### src/rtl/tx_fifo_pkg.sv
// Shared SSP constants used by the transmit and receive FIFOs.
package tx_fifo_pkg;

  localparam int SSP_WORD_W     = 8;
  localparam int SSP_FIFO_DEPTH = 4;
  localparam int SSP_PTR_W      = $clog2(SSP_FIFO_DEPTH);
  localparam int SSP_CNT_W      = $clog2(SSP_FIFO_DEPTH + 1);

endpackage

### src/rtl/ssp_fifo_core.sv
// Generic SSP FIFO storage: pointers, occupancy count and full/empty flags.
// Shared by the transmit and receive FIFOs; DEPTH must be a power of two.
module ssp_fifo_core
  import tx_fifo_pkg::*;
#(
  parameter int WIDTH = SSP_WORD_W,
  parameter int DEPTH = SSP_FIFO_DEPTH
) (
  input  logic             clk,
  input  logic             clear,
  input  logic             push,
  input  logic             pop,
  input  logic [WIDTH-1:0] wr_data,
  output logic [WIDTH-1:0] rd_data,
  output logic             full,
  output logic             empty
);

  localparam int PTR_W = $clog2(DEPTH);
  localparam int CNT_W = $clog2(DEPTH + 1);
  localparam logic [CNT_W-1:0] CNT_FULL = CNT_W'(DEPTH);

  logic [WIDTH-1:0] mem [DEPTH];
  logic [PTR_W-1:0] wr_ptr;
  logic [PTR_W-1:0] rd_ptr;
  logic [CNT_W-1:0] count;
  logic             push_ok;
  logic             pop_ok;

  // Flags come from the registered count only, never from this cycle's requests.
  assign full    = (count == CNT_FULL);
  assign empty   = (count == '0);
  assign push_ok = push & ~full;
  assign pop_ok  = pop & ~empty;
  assign rd_data = mem[rd_ptr];

  always_ff @(posedge clk) begin
    if (clear) begin
      wr_ptr <= '0;
      rd_ptr <= '0;
      count  <= '0;
    end else begin
      if (push_ok) wr_ptr <= wr_ptr + 1'b1;
      if (pop_ok)  rd_ptr <= rd_ptr + 1'b1;
      case ({push_ok, pop_ok})
        2'b10:   count <= count + 1'b1;
        2'b01:   count <= count - 1'b1;
        default: count <= count;
      endcase
    end
  end

  // Storage has no reset; stale words are hidden by the empty flag.
  always_ff @(posedge clk) begin
    if (push_ok && !clear) mem[wr_ptr] <= wr_data;
  end

endmodule

### src/rtl/tx_fifo.sv
// SSP transmit FIFO: processor writes fill it, the serialiser drains it,
// and the interrupt stays high while there is no room for another word.
module tx_fifo
  import tx_fifo_pkg::*;
#(
  parameter int WIDTH = SSP_WORD_W,
  parameter int DEPTH = SSP_FIFO_DEPTH
) (
  input  logic             PCLK,
  input  logic             CLEAR,
  input  logic             PSEL,
  input  logic             PWRITE,
  input  logic [WIDTH-1:0] PWDATA,
  input  logic             TxNextWord,
  output logic [WIDTH-1:0] TxData,
  output logic             TxDataValid,
  output logic             SSPTXINTR
);

  logic [WIDTH-1:0] head_word;
  logic             fifo_full;
  logic             fifo_empty;

  ssp_fifo_core #(
    .WIDTH (WIDTH),
    .DEPTH (DEPTH)
  ) u_core (
    .clk     (PCLK),
    .clear   (CLEAR),
    .push    (PSEL & PWRITE),
    .pop     (TxNextWord),
    .wr_data (PWDATA),
    .rd_data (head_word),
    .full    (fifo_full),
    .empty   (fifo_empty)
  );

  assign TxDataValid = ~fifo_empty;
  assign SSPTXINTR   = fifo_full;
  assign TxData      = fifo_empty ? '0 : head_word;

endmodule
### config.mk
export PLATFORM = sky130hd
export DESIGN_NAME = tx_fifo
export DESIGN_NICKNAME = d
export VERILOG_FILES = /design/src/rtl/tx_fifo_pkg.sv /design/src/rtl/ssp_fifo_core.sv /design/src/rtl/tx_fifo.sv
export SDC_FILE = /design/constraint.sdc
export NUM_CORES = 1
export LEC_CHECK = 0
export CORE_MARGIN = 3
export CORE_UTILIZATION = 35
export DETAILED_ROUTE_END_ITERATION = 16
export PLACE_DENSITY_LB_ADDON = 0.08
export SLEW_MARGIN = 20
export SYNTH_ARGS = -nofsm -noshare
export SYNTH_HDL_FRONTEND = slang
export SYNTH_SLANG_ARGS = --single-unit
### constraint.sdc
create_clock -name PCLK -period 5.5 [get_ports PCLK]
set_input_delay 0.825 -clock PCLK [delete_from_list [all_inputs] [get_ports PCLK]]
set_output_delay 0.825 -clock PCLK [all_outputs]
set_load 0.01 [all_outputs]
# ---- Yosys cells after proc, flatten, opt, wreduce, memory -nomap -nowiden
# Memory sizes are Yosys's and may differ from the RTL's. A register that Yosys moved wholly into a read port is not among the register bits.
# Index checks and enable logic that the tools add are counted.
dict set report word_totals {
  register_bits 7
  latchBits 0
  mem_bits_rw 32
  rom_bits 0
  output_inout_bits 10
  wordCells 26
  mem_count 1
}
dict set report classes {
  add_sub_neg 4
  mul 0
  div 0
  order_cmp 0
  n_eq_ne 3
  shift 0
  muxes 6
  n_bitwise 5
  n_reduce_logical 4
}
# memory depth width rd rd_clocked_by_memory_dff write_ports line_no
set memory_table {}
lappend memory_table {u_core.mem 4 8 1 1 1 ssp_fifo_core.sv:23} ;# logic [WIDTH-1:0] mem [DEPTH];
# op count
set ops {}
lappend ops {{8-bit 2-to-1 mux} 1}
lappend ops {{3-bit case mux with 2 select lines} 1}
lappend ops {{2-bit by 1-bit adder with 2-bit output (second input constant)} 2}
lappend ops {{2-bit 2-to-1 mux} 2}
lappend ops {{3-bit by 1-bit adder with 3-bit output (second input constant)} 1}
lappend ops {{1-bit AND} 3}
lappend ops {{3-bit == test (second input constant)} 1}
lappend ops {{3-bit zero test} 1}
lappend ops {{3-bit by 1-bit subtractor with 3-bit output (second input constant)} 1}
lappend ops {{2-bit by 1-bit == test with 1-bit output (second input constant)} 1}
lappend ops {{2-bit == test (second input constant)} 1}
lappend ops {{1-bit 2-to-1 mux} 2}
lappend ops {{1-bit NOT} 2}
lappend ops {{2-bit nonzero test} 1}
lappend ops {{1-bit logical AND} 1}
lappend ops {{1-bit zero test} 1}

# ---- Logic depth before layout (Yosys ltp)
# Gate-level depths: netlist of run 1.
dict set report logic_depth {
  ltp_word 6
  mapped_depth 9
}

# ---- Hierarchy
# A second synthesis of run 1 with hierarchy kept.
dict set report hier_totals {
  hier_cells 106
  area_unflattened_um2 1696.6
}
# module n_inst cells_per_inst area_each_um2 seq_area_each_um2
set by_module_without_submodules {}
lappend by_module_without_submodules {ssp_fifo_core 1 96 1636.6 1141.1}
lappend by_module_without_submodules {tx_fifo 1 10 60.1 0.0}

# ---- Worst setup path after synthesis of run 1
# Ideal clock, no wire load.
dict set report synth_timing {
  path_type {input port to flip-flop}
  start {input port PSEL}
  end {register u_core.count[2]}
  t_arrival_ns 2.177
  path_slack_ns 3.252
  path_stages 9
  n_path_buf 0
  path_cell_list {nand2_1 nor2_1 inv_1 ha_1 inv_1 fa_1 xor2_1 or3_1 a21oi_1}
}
dict set report synth_between {
  elab_chain_len 4
  elab_cells_between_ends 6
}
# element line_no
set synth_rtl {}
lappend synth_rtl {{start, declared} tx_fifo.sv:11} ;# input logic PSEL,
lappend synth_rtl {{1-bit AND *} tx_fifo.sv:30} ;# .push (PSEL & PWRITE),
lappend synth_rtl {{1-bit AND *} ssp_fifo_core.sv:33} ;# assign push_ok = push & ~full;
lappend synth_rtl {{2-bit by 1-bit == test with 1-bit output / 2-bit == test (equally long branches)} ssp_fifo_core.sv:45} ;# case ({push_ok, pop_ok})
lappend synth_rtl {{3-bit case mux with 2 select lines / 2-bit nonzero test (equally long branches)} n/a}
lappend synth_rtl {{end signal, assigned} ssp_fifo_core.sv:46} ;# 2'b10: count <= count + 1'b1;
lappend synth_rtl {{end signal, assigned} ssp_fifo_core.sv:47} ;# 2'b01: count <= count - 1'b1;
lappend synth_rtl {{end signal, assigned} ssp_fifo_core.sv:48} ;# default: count <= count;
lappend synth_rtl {{end, declared} ssp_fifo_core.sv:26} ;# logic [CNT_W-1:0] count;
# Every way passes the cells marked *; elsewhere a longest branch is shown, timed or not.
# A chain may end at the register's enable or synchronous reset.

==> summary.txt, run 1 <==
Global route
  – All-Layer GR Usage: a little under an eighth
  – First-pass GRT wire length: between 4000 and 5000 um
  – Vias in the first global route: 925
  – Antenna violations before repair: 0
  – Grt ovf: 0
  – Largest net degree at the start of global routing: 13

Power and ir drop
  – Total Power: between 0.0008 and 0.0009 W
  – PD cells: approximately 420 mW/mm^2
  – Max VDD drop: between 0.15 and 0.2 mV
  – Leakage: ~0.69 nW

Die
  – Initial Util: between 30% and 40%
  – Die X: between 70 and 80 um
  – Boundary pin count: 23
  – Total Die Area: roughly 0.0057 sq mm
  – # rows: 24
  – Chip height: 75.63 um
  – CORE AREA: 0.004504 sq mm

Clock tree
  – Post-CTS Resized: 0
  – Clock tree root buffer cell: clkbuf_8
  – Hold_buf cts: 0
  – CTS buffer count: 5
  – H-tree Lvls: 2
  – Clk Latency, worst-skew pair: just under 300 ps
  – CTS tree: built
  – Sink Count: between 40 and 50
  – CTS max path bufs: 2
  – Post-CTS Repair Setup Buffers: 0
  – Reg clk slew, reported paths: about 70 ps

Layout
  – P&R area growth vs syn: 22.05%
  – Core Util, Final: 45.97%
  – # diodes: 0
  – Final nets: between 150 and 200
  – Finished Cell Area: 0.002071 sq mm
  – Share of layout cells above drive strength 1: 12.69%

Placed design
  – RD Place Congestion: approximately 0.7
  – Port Buffer Count: 22
  – Placed cell area: between 0.0015 and 0.002 sq mm
  – Post-Place Worst Slack: around 2700 ps
  – DP Wirelength: approximately 1900 um

Drt
  – Remaining antenna violation count: 0
  – Post-Route WL: roughly 2800 um
  – Detailed-route via count: 911
  – Post-DR vias/cell: between 4 and 5
  – Initial drt markers: a little over 50
  – Avg WL per Cell: 15.17 um
  – Drt pass-1 iters: 4
  – DRC Markers: 0

Synth
  – Fraction of registers with async set or reset after synthesis: 0%
  – Post-synth EDFFs: 32
  – Sequential cell area fraction in the yosys report: about two thirds
  – Yosys reg bits: 41
  – Cell variety after synth: 23
  – Mapped Nets: ~130
  – Mean Syn Cell Area: 15.86 sq um
  – Cells after Synth: about 110
  – Top FF cell, synth: edfxtp_1
  – Synth Cell Area: around 0.0017 sq mm
  – Ys Warns: 0

Worst hold path
  – Origin of the worst min-delay path: u_core.rd_ptr[1]
  – Tightest Hold Check Type: flop to flop
  – Hold path cells: 2
  – WHS Endpoint: u_core.rd_ptr[1]

Timing
  – Hold Violations, Final: 0
  – Fin crit period: between 2000 and 3000 ps
  – Slew HR: 62.10%
  – Final TNS setup: 0 ps
  – Worst-margin pin slew: 567.7 ps
  – Final WS setup: around 2500 ps
  – Max-slew violation count: 0
  – Final period utilization: ~54%
  – Final Skew: roughly 4.5 ps
  – Max Fclk: roughly 0.33 GHz
  – RSZ-0062 raised after global routing: no
  – Setup violators final: 0

Critical path
  – FF-to-FF Start: u_core.count[2]
  – Critical path endpoint category: output pin
  – Critical path arrival: 2160 ps
  – Worst R2R End: u_core.count[2]
  – Critical-path cell list: mux4_2 -> nor2b_1 -> clkdlybuf4s50_1
  – Max incr delay on CP: between 600 and 700 ps
  – CP Max Fanout: 8
  – CP Class: flop to output pin
  – R2R setup slack: roughly 3300 ps
  – Worst EP required: between 4000 and 5000 ps
  – R2r worst-path depth: 9
  – CP startpoint kind: flop
  – CP max stage cell: dfxtp_1

Flow run
  – Max Cap Viol: 0

Status
  – Status: finished clean
==> cells in the final DEF (no fill, tap or decap), drive strengths merged <==
cell / netlist / layout
nor2b: 8 / 8
dfxtp: 9 / 9
or3b: 1 / 1
inv: 8 / 8
nor3: 2 / 2
xor2: 3 / 3
and2: 4 / 4
mux4: 8 / 8
a21oi: 5 / 5
bufinv: 0 / 1
clkinv: 0 / 1
edfxtp: 32 / 32
clkdlybuf4s50: 0 / 22
nand2: 2 / 2
or3: 3 / 3
o21ai: 4 / 4
buf: 2 / 1
fa: 1 / 1
nor2: 6 / 6
o31ai: 1 / 1
clkbuf: 2 / 6
ha: 5 / 5
nor3b: 1 / 1
==> registers in the layout, summed over array words and instances (netlist names), named ones only <==
name and cells:
u_core.count 3, u_core.wr_ptr 2, u_core.rd_ptr 2, u_core.mem 32
==> where the power goes <==
group | internal [W] | switching (W)
combinational | 0.000148 | 0.000107
clock | 0.000134 | 0.0000974
sequential | 0.000356 | 0.0000345
==> metal layers <==
metal  global-route usage [%]  vias to the layer above  share of wire, %  wire, um
met1                    13.39                      444                45      1266
met3                    4.354                        7               4.1       117
met2                    18.70                       20                49      1381
met4                    5.243                        0               2.0        57
li1                         -                      440                 -         -
met5                        0                        -                 0         0
==> how the worst max path moves through the flow <==
stage,start,endpoint,slack (ps),cells after the start
floorplan,PSEL,u_core.count[2],3250,9
global placement,flop,TxData[4],2740,3
detailed placement,PWRITE,u_core.count[2],2740,10
CTS,flop,TxData[4],2440,3
global route,flop,TxData[1],2330,3
finish,flop,TxData[0],2510,3
==> Yosys cell counts (2+ instances only) <==
cell type / n / share of area [%]
or3_1: 3 / 1.1
edfxtp_1: 32 / 57
inv_1: 8 / 1.8
xor2_1: 3 / 1.5
a21oi_1: 4 / 1.2
nand2_1: 2 / 0.44
nor2_1: 6 / 1.3
nor3_1: 2 / 0.59
nor2b_1: 8 / 2.9
dfxtp_1: 9 / 11
ha_1: 5 / 3.7
and2_1: 4 / 1.5
o21ai_0: 4 / 1.2
mux4_2: 8 / 11
==> kinds of logic (layout without fill, tap and decap cells) <==
logic type	count (synthesis)	in the layout	share of synthesized area, %
muxes	8	8	10.62
AOI/OAI and AO/OA	10	10	3.319
buffers and inverters	12	39	3.244
DFF	41	41	67.26
adders and majority gates	6	6	4.867
xor gates and xnor gates	3	3	1.549
and+or+nand+nor	27	27	9.145
==> critical path: cells and delay by family (launching register included) <==
kind                   cells  cell delay (ps)
DFF                        1              680
muxes                      1              580
buffers and inverters      1              470
and+or+nand+nor            1              140
==> per-stage QoR <==
| step | std cells | hold slack (ps) |
|---|---|---|
| after floorplan | 107 | 459.1 |
| after global placement | 178 | 472.9 |
| after detailed placement | 178 | 500.2 |
| after CTS | 186 | 515.1 |
| after global routing | 186 | 560.1 |
| final | 186 | 513.6 |
==> area by class of cell <==
cell class                 instances  area (sq um)
fill                             410          2434
sequential                        41          1141
multi-input combinational         54         500.5
timing repair buffer              23         227.7
clock buffer                       6         72.57
tap                               52         65.06
clock inverter                     2         33.78
inverter                           8         30.03
Power figures use the tool's default switching activity.
==> inputs of run 2 (changes only) <==
- clock period: 5.5 -> 2.92 ns (I/O delays scaled with it)
==> summary.txt, run 2 (synthesis gave the netlist of run 1 again) <==
Critical path
  – Critical path endpoint category: output pin (unchanged)
  – Worst EP required: 2480 ps (was 4680 ps)
  – CP Class: flop to output pin (unchanged)
  – Critical path arrival: 2050 ps (was 2160 ps)
  – CP startpoint kind: flop (unchanged)
  – CP Max Fanout: 6 (was 8)

Timing
  – RSZ-0062 raised after global routing: no (unchanged)
  – Final period utilization: around 85%
  – Max-slew violation count: 0 (unchanged)
  – Max Fclk: 0.4022 GHz
  – Hold Violations, Final: 0 (unchanged)
  – Final TNS setup: 0 ps (unchanged)
  – Worst-margin pin slew: 471.4 ps (was 567.7 ps)
  – Setup violators final: 0 (unchanged)
  – Slew HR: 68.57% (was 62.10%)
  – Fin crit period: ~2500 ps
  – Final Skew: 7.222 ps (was 4.456 ps)

Layout
  – Count of fill cells added during filler insertion: 408 (was 410)
  – Register Area: 0.001141 sq mm (unchanged)
  – Most frequent cells in the layout: edfxtp_1, clkdlybuf4s50_1, dfxtp_1 (unchanged)
  – Share of layout cells above drive strength 1: 13.33% (was 12.69%)
  – Commonest non-fill, non-tap cell in the layout: edfxtp_1 (unchanged)
  – Largest register FFs: 32 (unchanged)
  – Biggest register: u_core.mem (unchanged)
  – # diodes: 0 (unchanged)
  – Leading registers by flop count: u_core.mem (32), u_core.count (3) (unchanged)
  – Area of the multi-input gates: 500.5 sq um (unchanged)
  – P&R area growth vs syn: 22.49% (was 22.05%)
  – Final nets: 153 (was 152)
  – Finished Cell Area: 0.002078 sq mm (was 0.002071 sq mm)

Clock tree
  – Post-CTS Repair Setup Buffers: 0 (unchanged)
  – Hold_buf cts: 0 (unchanged)
  – CTS tree: built (unchanged)
  – CTS max path bufs: 2 (unchanged)
  – H-tree Lvls: 2 (unchanged)
  – Sink Count: 41 (unchanged)
  – Clk Latency, worst-skew pair: 290 ps (about the same)
  – Clock tree root buffer cell: clkbuf_8 (unchanged)
  – Reg clk slew, reported paths: 80 ps (was 70 ps)
  – CTS buffer count: 5 (unchanged)
  – Post-CTS Resized: 0 (unchanged)

Drt
  – Met3 WL post-DR: 156 um (was 117 um)
  – Post-DR vias/cell: 4.872 (was 4.898)
  – Detailed-route via count: 911 (unchanged)
  – Remaining antenna violation count: 0 (unchanged)
  – WL met1: 1217 um (was 1266 um)
  – Post-Route WL: 2930 um (was 2821 um)
  – Drt pass-1 iters: 4 (unchanged)
  – Avg WL per Cell: 15.67 um (was 15.17 um)
  – Uppermost layer routed: met4 (unchanged)
  – DRC Markers: 0 (unchanged)
  – Initial drt markers: 42 (was 51)
  – DR WL met2: 1502 um (was 1381 um)

Worst hold path
  – Tightest Hold Check Type: flop to flop (unchanged)

Global route
  – Largest net degree at the start of global routing: 13 (unchanged)
  – Vias in the first global route: 904 (was 925)
  – All-Layer GR Usage: 11.45% (about the same)
  – First-pass GRT wire length: 4512 um (was 4547 um)
  – Antenna violations before repair: 0 (unchanged)
  – Grt ovf: 0 (unchanged)

Power and ir drop
  – Flop pwr share: 42.6% (was 44.5%)
  – Pint: 0.001212 W (was 0.0006377 W)
  – PD cells: 805.4 mW/mm^2 (was 423.3 mW/mm^2)
  – Combinational share of power: 31.0% (was 29.1%)
  – Max VDD drop: 0.3136 mV (was 0.1751 mV)
  – Sw Share: 27.60% (was 27.24%)
  – Clk pwr share: 26.4% (about the same)
  – Leakage: 0.6962 nW (was 0.6909 nW)
  – Switching power: 0.0004620 W (was 0.0002388 W)

Status
  – Status: finished clean (unchanged)

Die
  – Boundary pin count: 23 (unchanged)
  – Total Die Area: 0.005719 sq mm (unchanged)
  – CORE AREA: 0.004504 sq mm (unchanged)
  – Initial Util: 37.67% (unchanged)
  – Die X: 75.63 um (unchanged)
  – Chip height: 75.63 um (unchanged)
  – # rows: 24 (unchanged)

Flow run
  – Max Cap Viol: 0 (unchanged)

Placed design
  – Port Buffer Count: 22 (unchanged)
  – Placed cell area: 0.001972 sq mm (was 0.001964 sq mm)
  – DP Wirelength: 2018 um (was 1920 um)
  – RD Place Congestion: 0.7304 (was 0.6821)
-- run 2: stage by stage --
stage / cells / hold slack [ps] / power [W] / worst slack [ps] / util (%)
5_1_grt: 187 / 563.2 / 0.001778 / 306.5 / 46.14
2_1_floorplan: 107 / 459.1 / 0.001031 / 846.0 / -
3_3_place_gp: 179 / 468.8 / 0.001251 / 566.5 / 43.78
4_1_cts: 187 / 503.3 / 0.001701 / 378.4 / 46.14
6_report: 187 / 499.3 / 0.001674 / 434.0 / 46.14
3_5_place_dp: 179 / 491.9 / 0.001263 / 518.7 / 43.78
-- run 2: cell type report --
class / count / share of cell area (%)
Clock buffer: 6 / 3.492
Clock inverter: 2 / 1.626
Inverter: 8 / 1.445
Multi-Input combinational cell: 54 / 24.08
Sequential cell: 41 / 54.91
Tap cell: 52 / 3.131
Timing Repair Buffer: 24 / 11.32
-- run 2: power by group through the flow --
| stage | Clock, W | Sequential (W) | Combinational (W) |
|---|---|---|---|
| floorplan | 0 | 0.000707 | 0.000324 |
| global placement | 0 | 0.000727 | 0.000524 |
| detailed placement | 0 | 0.000729 | 0.000534 |
| CTS | 0.000449 | 0.000715 | 0.000537 |
| global route | 0.000477 | 0.000722 | 0.000580 |
| finish | 0.000442 | 0.000713 | 0.000519 |
-- run 2: final timing paths --
kind | start | end | slack, ps | cells after the start
worst max-delay path | flop | TxData[4] | 430 | 4
worst min-delay path | u_core.rd_ptr[1] | flop | 500 | 2
worst max register to register | u_core.count[2] | u_core.count[2] | 730 | 9
worst min register to register | u_core.rd_ptr[1] | flop | 500 | 2
-- run 2: worst max-delay path, stage by stage (launching register included) --
cell and delay [ps]:
dfxtp_1 410, buf_4 230, mux4_2 510, nor2b_1 140, clkdlybuf4s50_1 470
-- run 2: routing by layer --
metal	up-vias	track usage, %
li1	444	-
met1	441	13.11
met2	20	18.98
met3	6	4.354
met4	0	5.243
met5	-	0
==> inputs of run 3 (changes only) <==
- CORE_UTILIZATION: 35 -> 60
- DONT_BUFFER_PORTS: unset -> 1
- SLEW_MARGIN: 20 -> unset
==> summary.txt, run 3 (synthesis gave the netlist of run 1 again) <==
Status
  – Status: finished clean (unchanged)

Timing
  – Max Fclk: 0.4383 GHz (was 0.4022 GHz)
  – Setup violators final: 0 (unchanged)
  – Fin crit period: 2282 ps (was 2486 ps)
  – RSZ-0062 raised after global routing: no (unchanged)
  – Slew HR: 62.62% (was 68.57%)
  – Final period utilization: 78.14% (was 85.14%)
  – Worst-margin pin slew: 560.0 ps (was 471.4 ps)
  – Final Skew: 6.296 ps (was 7.222 ps)
  – Max-slew violation count: 0 (unchanged)
  – Final TNS setup: 0 ps (unchanged)
  – Hold Violations, Final: 0 (unchanged)

Global route
  – First-pass GRT wire length: 4036 um (was 4512 um)
  – Antenna violations before repair: 0 (unchanged)
  – Vias in the first global route: 870 (was 904)
  – Largest net degree at the start of global routing: 13 (unchanged)
  – Grt ovf: 0 (unchanged)
  – All-Layer GR Usage: 16.32% (was 11.45%)

Placed design
  – RD Place Congestion: 0.7851 (was 0.7304)
  – DP Wirelength: 1800 um (was 2018 um)
  – Placed cell area: 0.001717 sq mm (was 0.001972 sq mm)
  – Placed cell count: 134 (was 179)
  – Port Buffer Count: 0 (was 22)

Layout
  – Leading registers by flop count: u_core.mem (32), u_core.count (3) (unchanged)
  – # diodes: 0 (unchanged)
  – Finished Cell Area: 0.001775 sq mm (was 0.002078 sq mm)
  – Layout Cells excl Fill: 142 (was 187)
  – P&R area growth vs syn: 4.646% (was 22.49%)
  – Most frequent cells in the layout: edfxtp_1, dfxtp_1, inv_1, mux4_2, nor2b_1 (was edfxtp_1, clkdlybuf4s50_1, dfxtp_1)
  – Count of fill cells added during filler insertion: 175 (was 408)
  – Commonest non-fill, non-tap cell in the layout: edfxtp_1 (unchanged)
  – Biggest register: u_core.mem (unchanged)
  – Share of layout cells above drive strength 1: 15.18% (was 13.33%)
  – Core Util, Final: 68.55% (was 46.14%)
  – Largest register FFs: 32 (unchanged)
  – Final nets: 130 (was 153)

Critical path
  – Max incr delay on CP: 440 ps (was 510 ps)
  – CP max stage cell: nor3b_2 (was mux4_2)
  – Critical-path cell list: nor3b_2 -> nor2_1 -> inv_1 -> ha_1 -> inv_1 -> fa_1 -> xor2_1 -> or3_1 -> a21oi_1 (was buf_4 -> mux4_2 -> nor2b_1 -> clkdlybuf4s50_1)
  – Critical path endpoint category: flop (was output pin)
  – CP startpoint kind: flop (unchanged)
  – Most used cell, CP: inv_1
  – Worst EP required: 3180 ps (was 2480 ps)
  – CP Class: flop to flop (was flop to output pin)
  – Critical path arrival: 2550 ps (was 2050 ps)
  – CP Max Fanout: 7 (was 6)

Clock tree
  – CTS max path bufs: 2 (unchanged)
  – Post-CTS Repair Setup Buffers: 0 (unchanged)
  – CTS buffer count: 5 (unchanged)
  – Reg clk slew, reported paths: 100 ps (was 80 ps)
  – Sink Count: 41 (unchanged)
  – H-tree Lvls: 2 (unchanged)
  – Hold_buf cts: 0 (unchanged)
  – Clk Latency, worst-skew pair: 340 ps (was 290 ps)
  – Post-CTS Resized: 0 (unchanged)
  – Clock tree root buffer cell: clkbuf_4 (was clkbuf_8)
  – CTS tree: built (unchanged)

Drt
  – Remaining antenna violation count: 0 (unchanged)
  – Initial drt markers: 19 (was 42)
  – Avg WL per Cell: 17.73 um (was 15.67 um)
  – Drt pass-1 iters: 4 (unchanged)
  – Post-Route WL: 2518 um (was 2930 um)
  – DRC Markers: 0 (unchanged)
  – Detailed-route via count: 830 (was 911)
  – Post-DR vias/cell: 5.845 (was 4.872)

Power and ir drop
  – Leakage: 0.5883 nW (was 0.6962 nW)
  – PD cells: 760.8 mW/mm^2 (was 805.4 mW/mm^2)
  – Max VDD drop: 0.7152 mV (was 0.3136 mV)

Die
  – Die X: 59.18 um (was 75.63 um)
  – Chip height: 59.18 um (was 75.63 um)
  – # rows: 18 (was 24)
  – CORE AREA: 0.002590 sq mm (was 0.004504 sq mm)
  – Boundary pin count: 23 (unchanged)
  – Total Die Area: 0.003502 sq mm (was 0.005719 sq mm)
  – Initial Util: 65.51% (was 37.67%)

Flow run
  – Max Cap Viol: 0 (unchanged)

Worst hold path
  – Tightest Hold Check Type: input pin to flop (was flop to flop)
[run 3: changes by cell type in the layout (fill, tap and decap cells not counted), sizes merged]
cell           delta
buf               -1
bufinv            -1
clkdlybuf4s50    -22
clkinv            -1
clkbuf            +2
[run 3: final cells by class]
type / instances / area (sq um) / area share, %
sequential: 41 / 1141 / 64.27
multi-input combinational: 54 / 500.5 / 28.19
clock buffer: 8 / 58.81 / 3.312
tap: 30 / 37.54 / 2.114
inverter: 8 / 30.03 / 1.691
timing repair buffer: 1 / 7.507 / 0.4228
[run 3: worst paths after layout]
check	start	to	slack, ps	cells past startpoint
worst max-delay path	u_core.count[2]	u_core.count[2]	640	9
worst max register to register	u_core.count[2]	u_core.count[2]	640	9
worst min register to register	u_core.rd_ptr[1]	u_core.rd_ptr[1]	500	2
worst min-delay path	CLEAR	u_core.wr_ptr[1]	150	1
[run 3: report_power, final]
group / switching [W] / total (W) / internal, W
Sequential: 0.0000639 / 0.000733 / 0.000670
Clock: 0.000163 / 0.000282 / 0.000119
Combinational: 0.000177 / 0.000335 / 0.000158
[run 3: worst max-delay path, delay by kind of cell (launching register included)]
family | cells | cell delay (ps)
AOI/OAI and AO/OA | 1 | 170
xor gates and xnor gates | 1 | 150
adders and majority gates | 2 | 540
buffers and inverters | 2 | 130
DFF | 1 | 390
and+or+nand+nor | 3 | 840
[run 3: per-layer routing]
metal	vias up	share of wire, %	global-route usage (%)
met1	407	43	18.86
met4	0	1.4	5.825
li1	396	-	-
met3	5	6.4	5.664
met5	-	0	0
met2	22	49	28.08
[run 3: per-stage QoR]
step	setup WS (ps)	total power, W	hold slack (ps)
2_1_floorplan	846.0	0.001031	459.1
3_3_place_gp	744.1	0.001078	460.1
3_5_place_dp	645.8	0.001091	483.9
4_1_cts	618.5	0.001368	136.6
5_1_grt	453.6	0.001435	127.4
6_report	638.3	0.001351	148.5
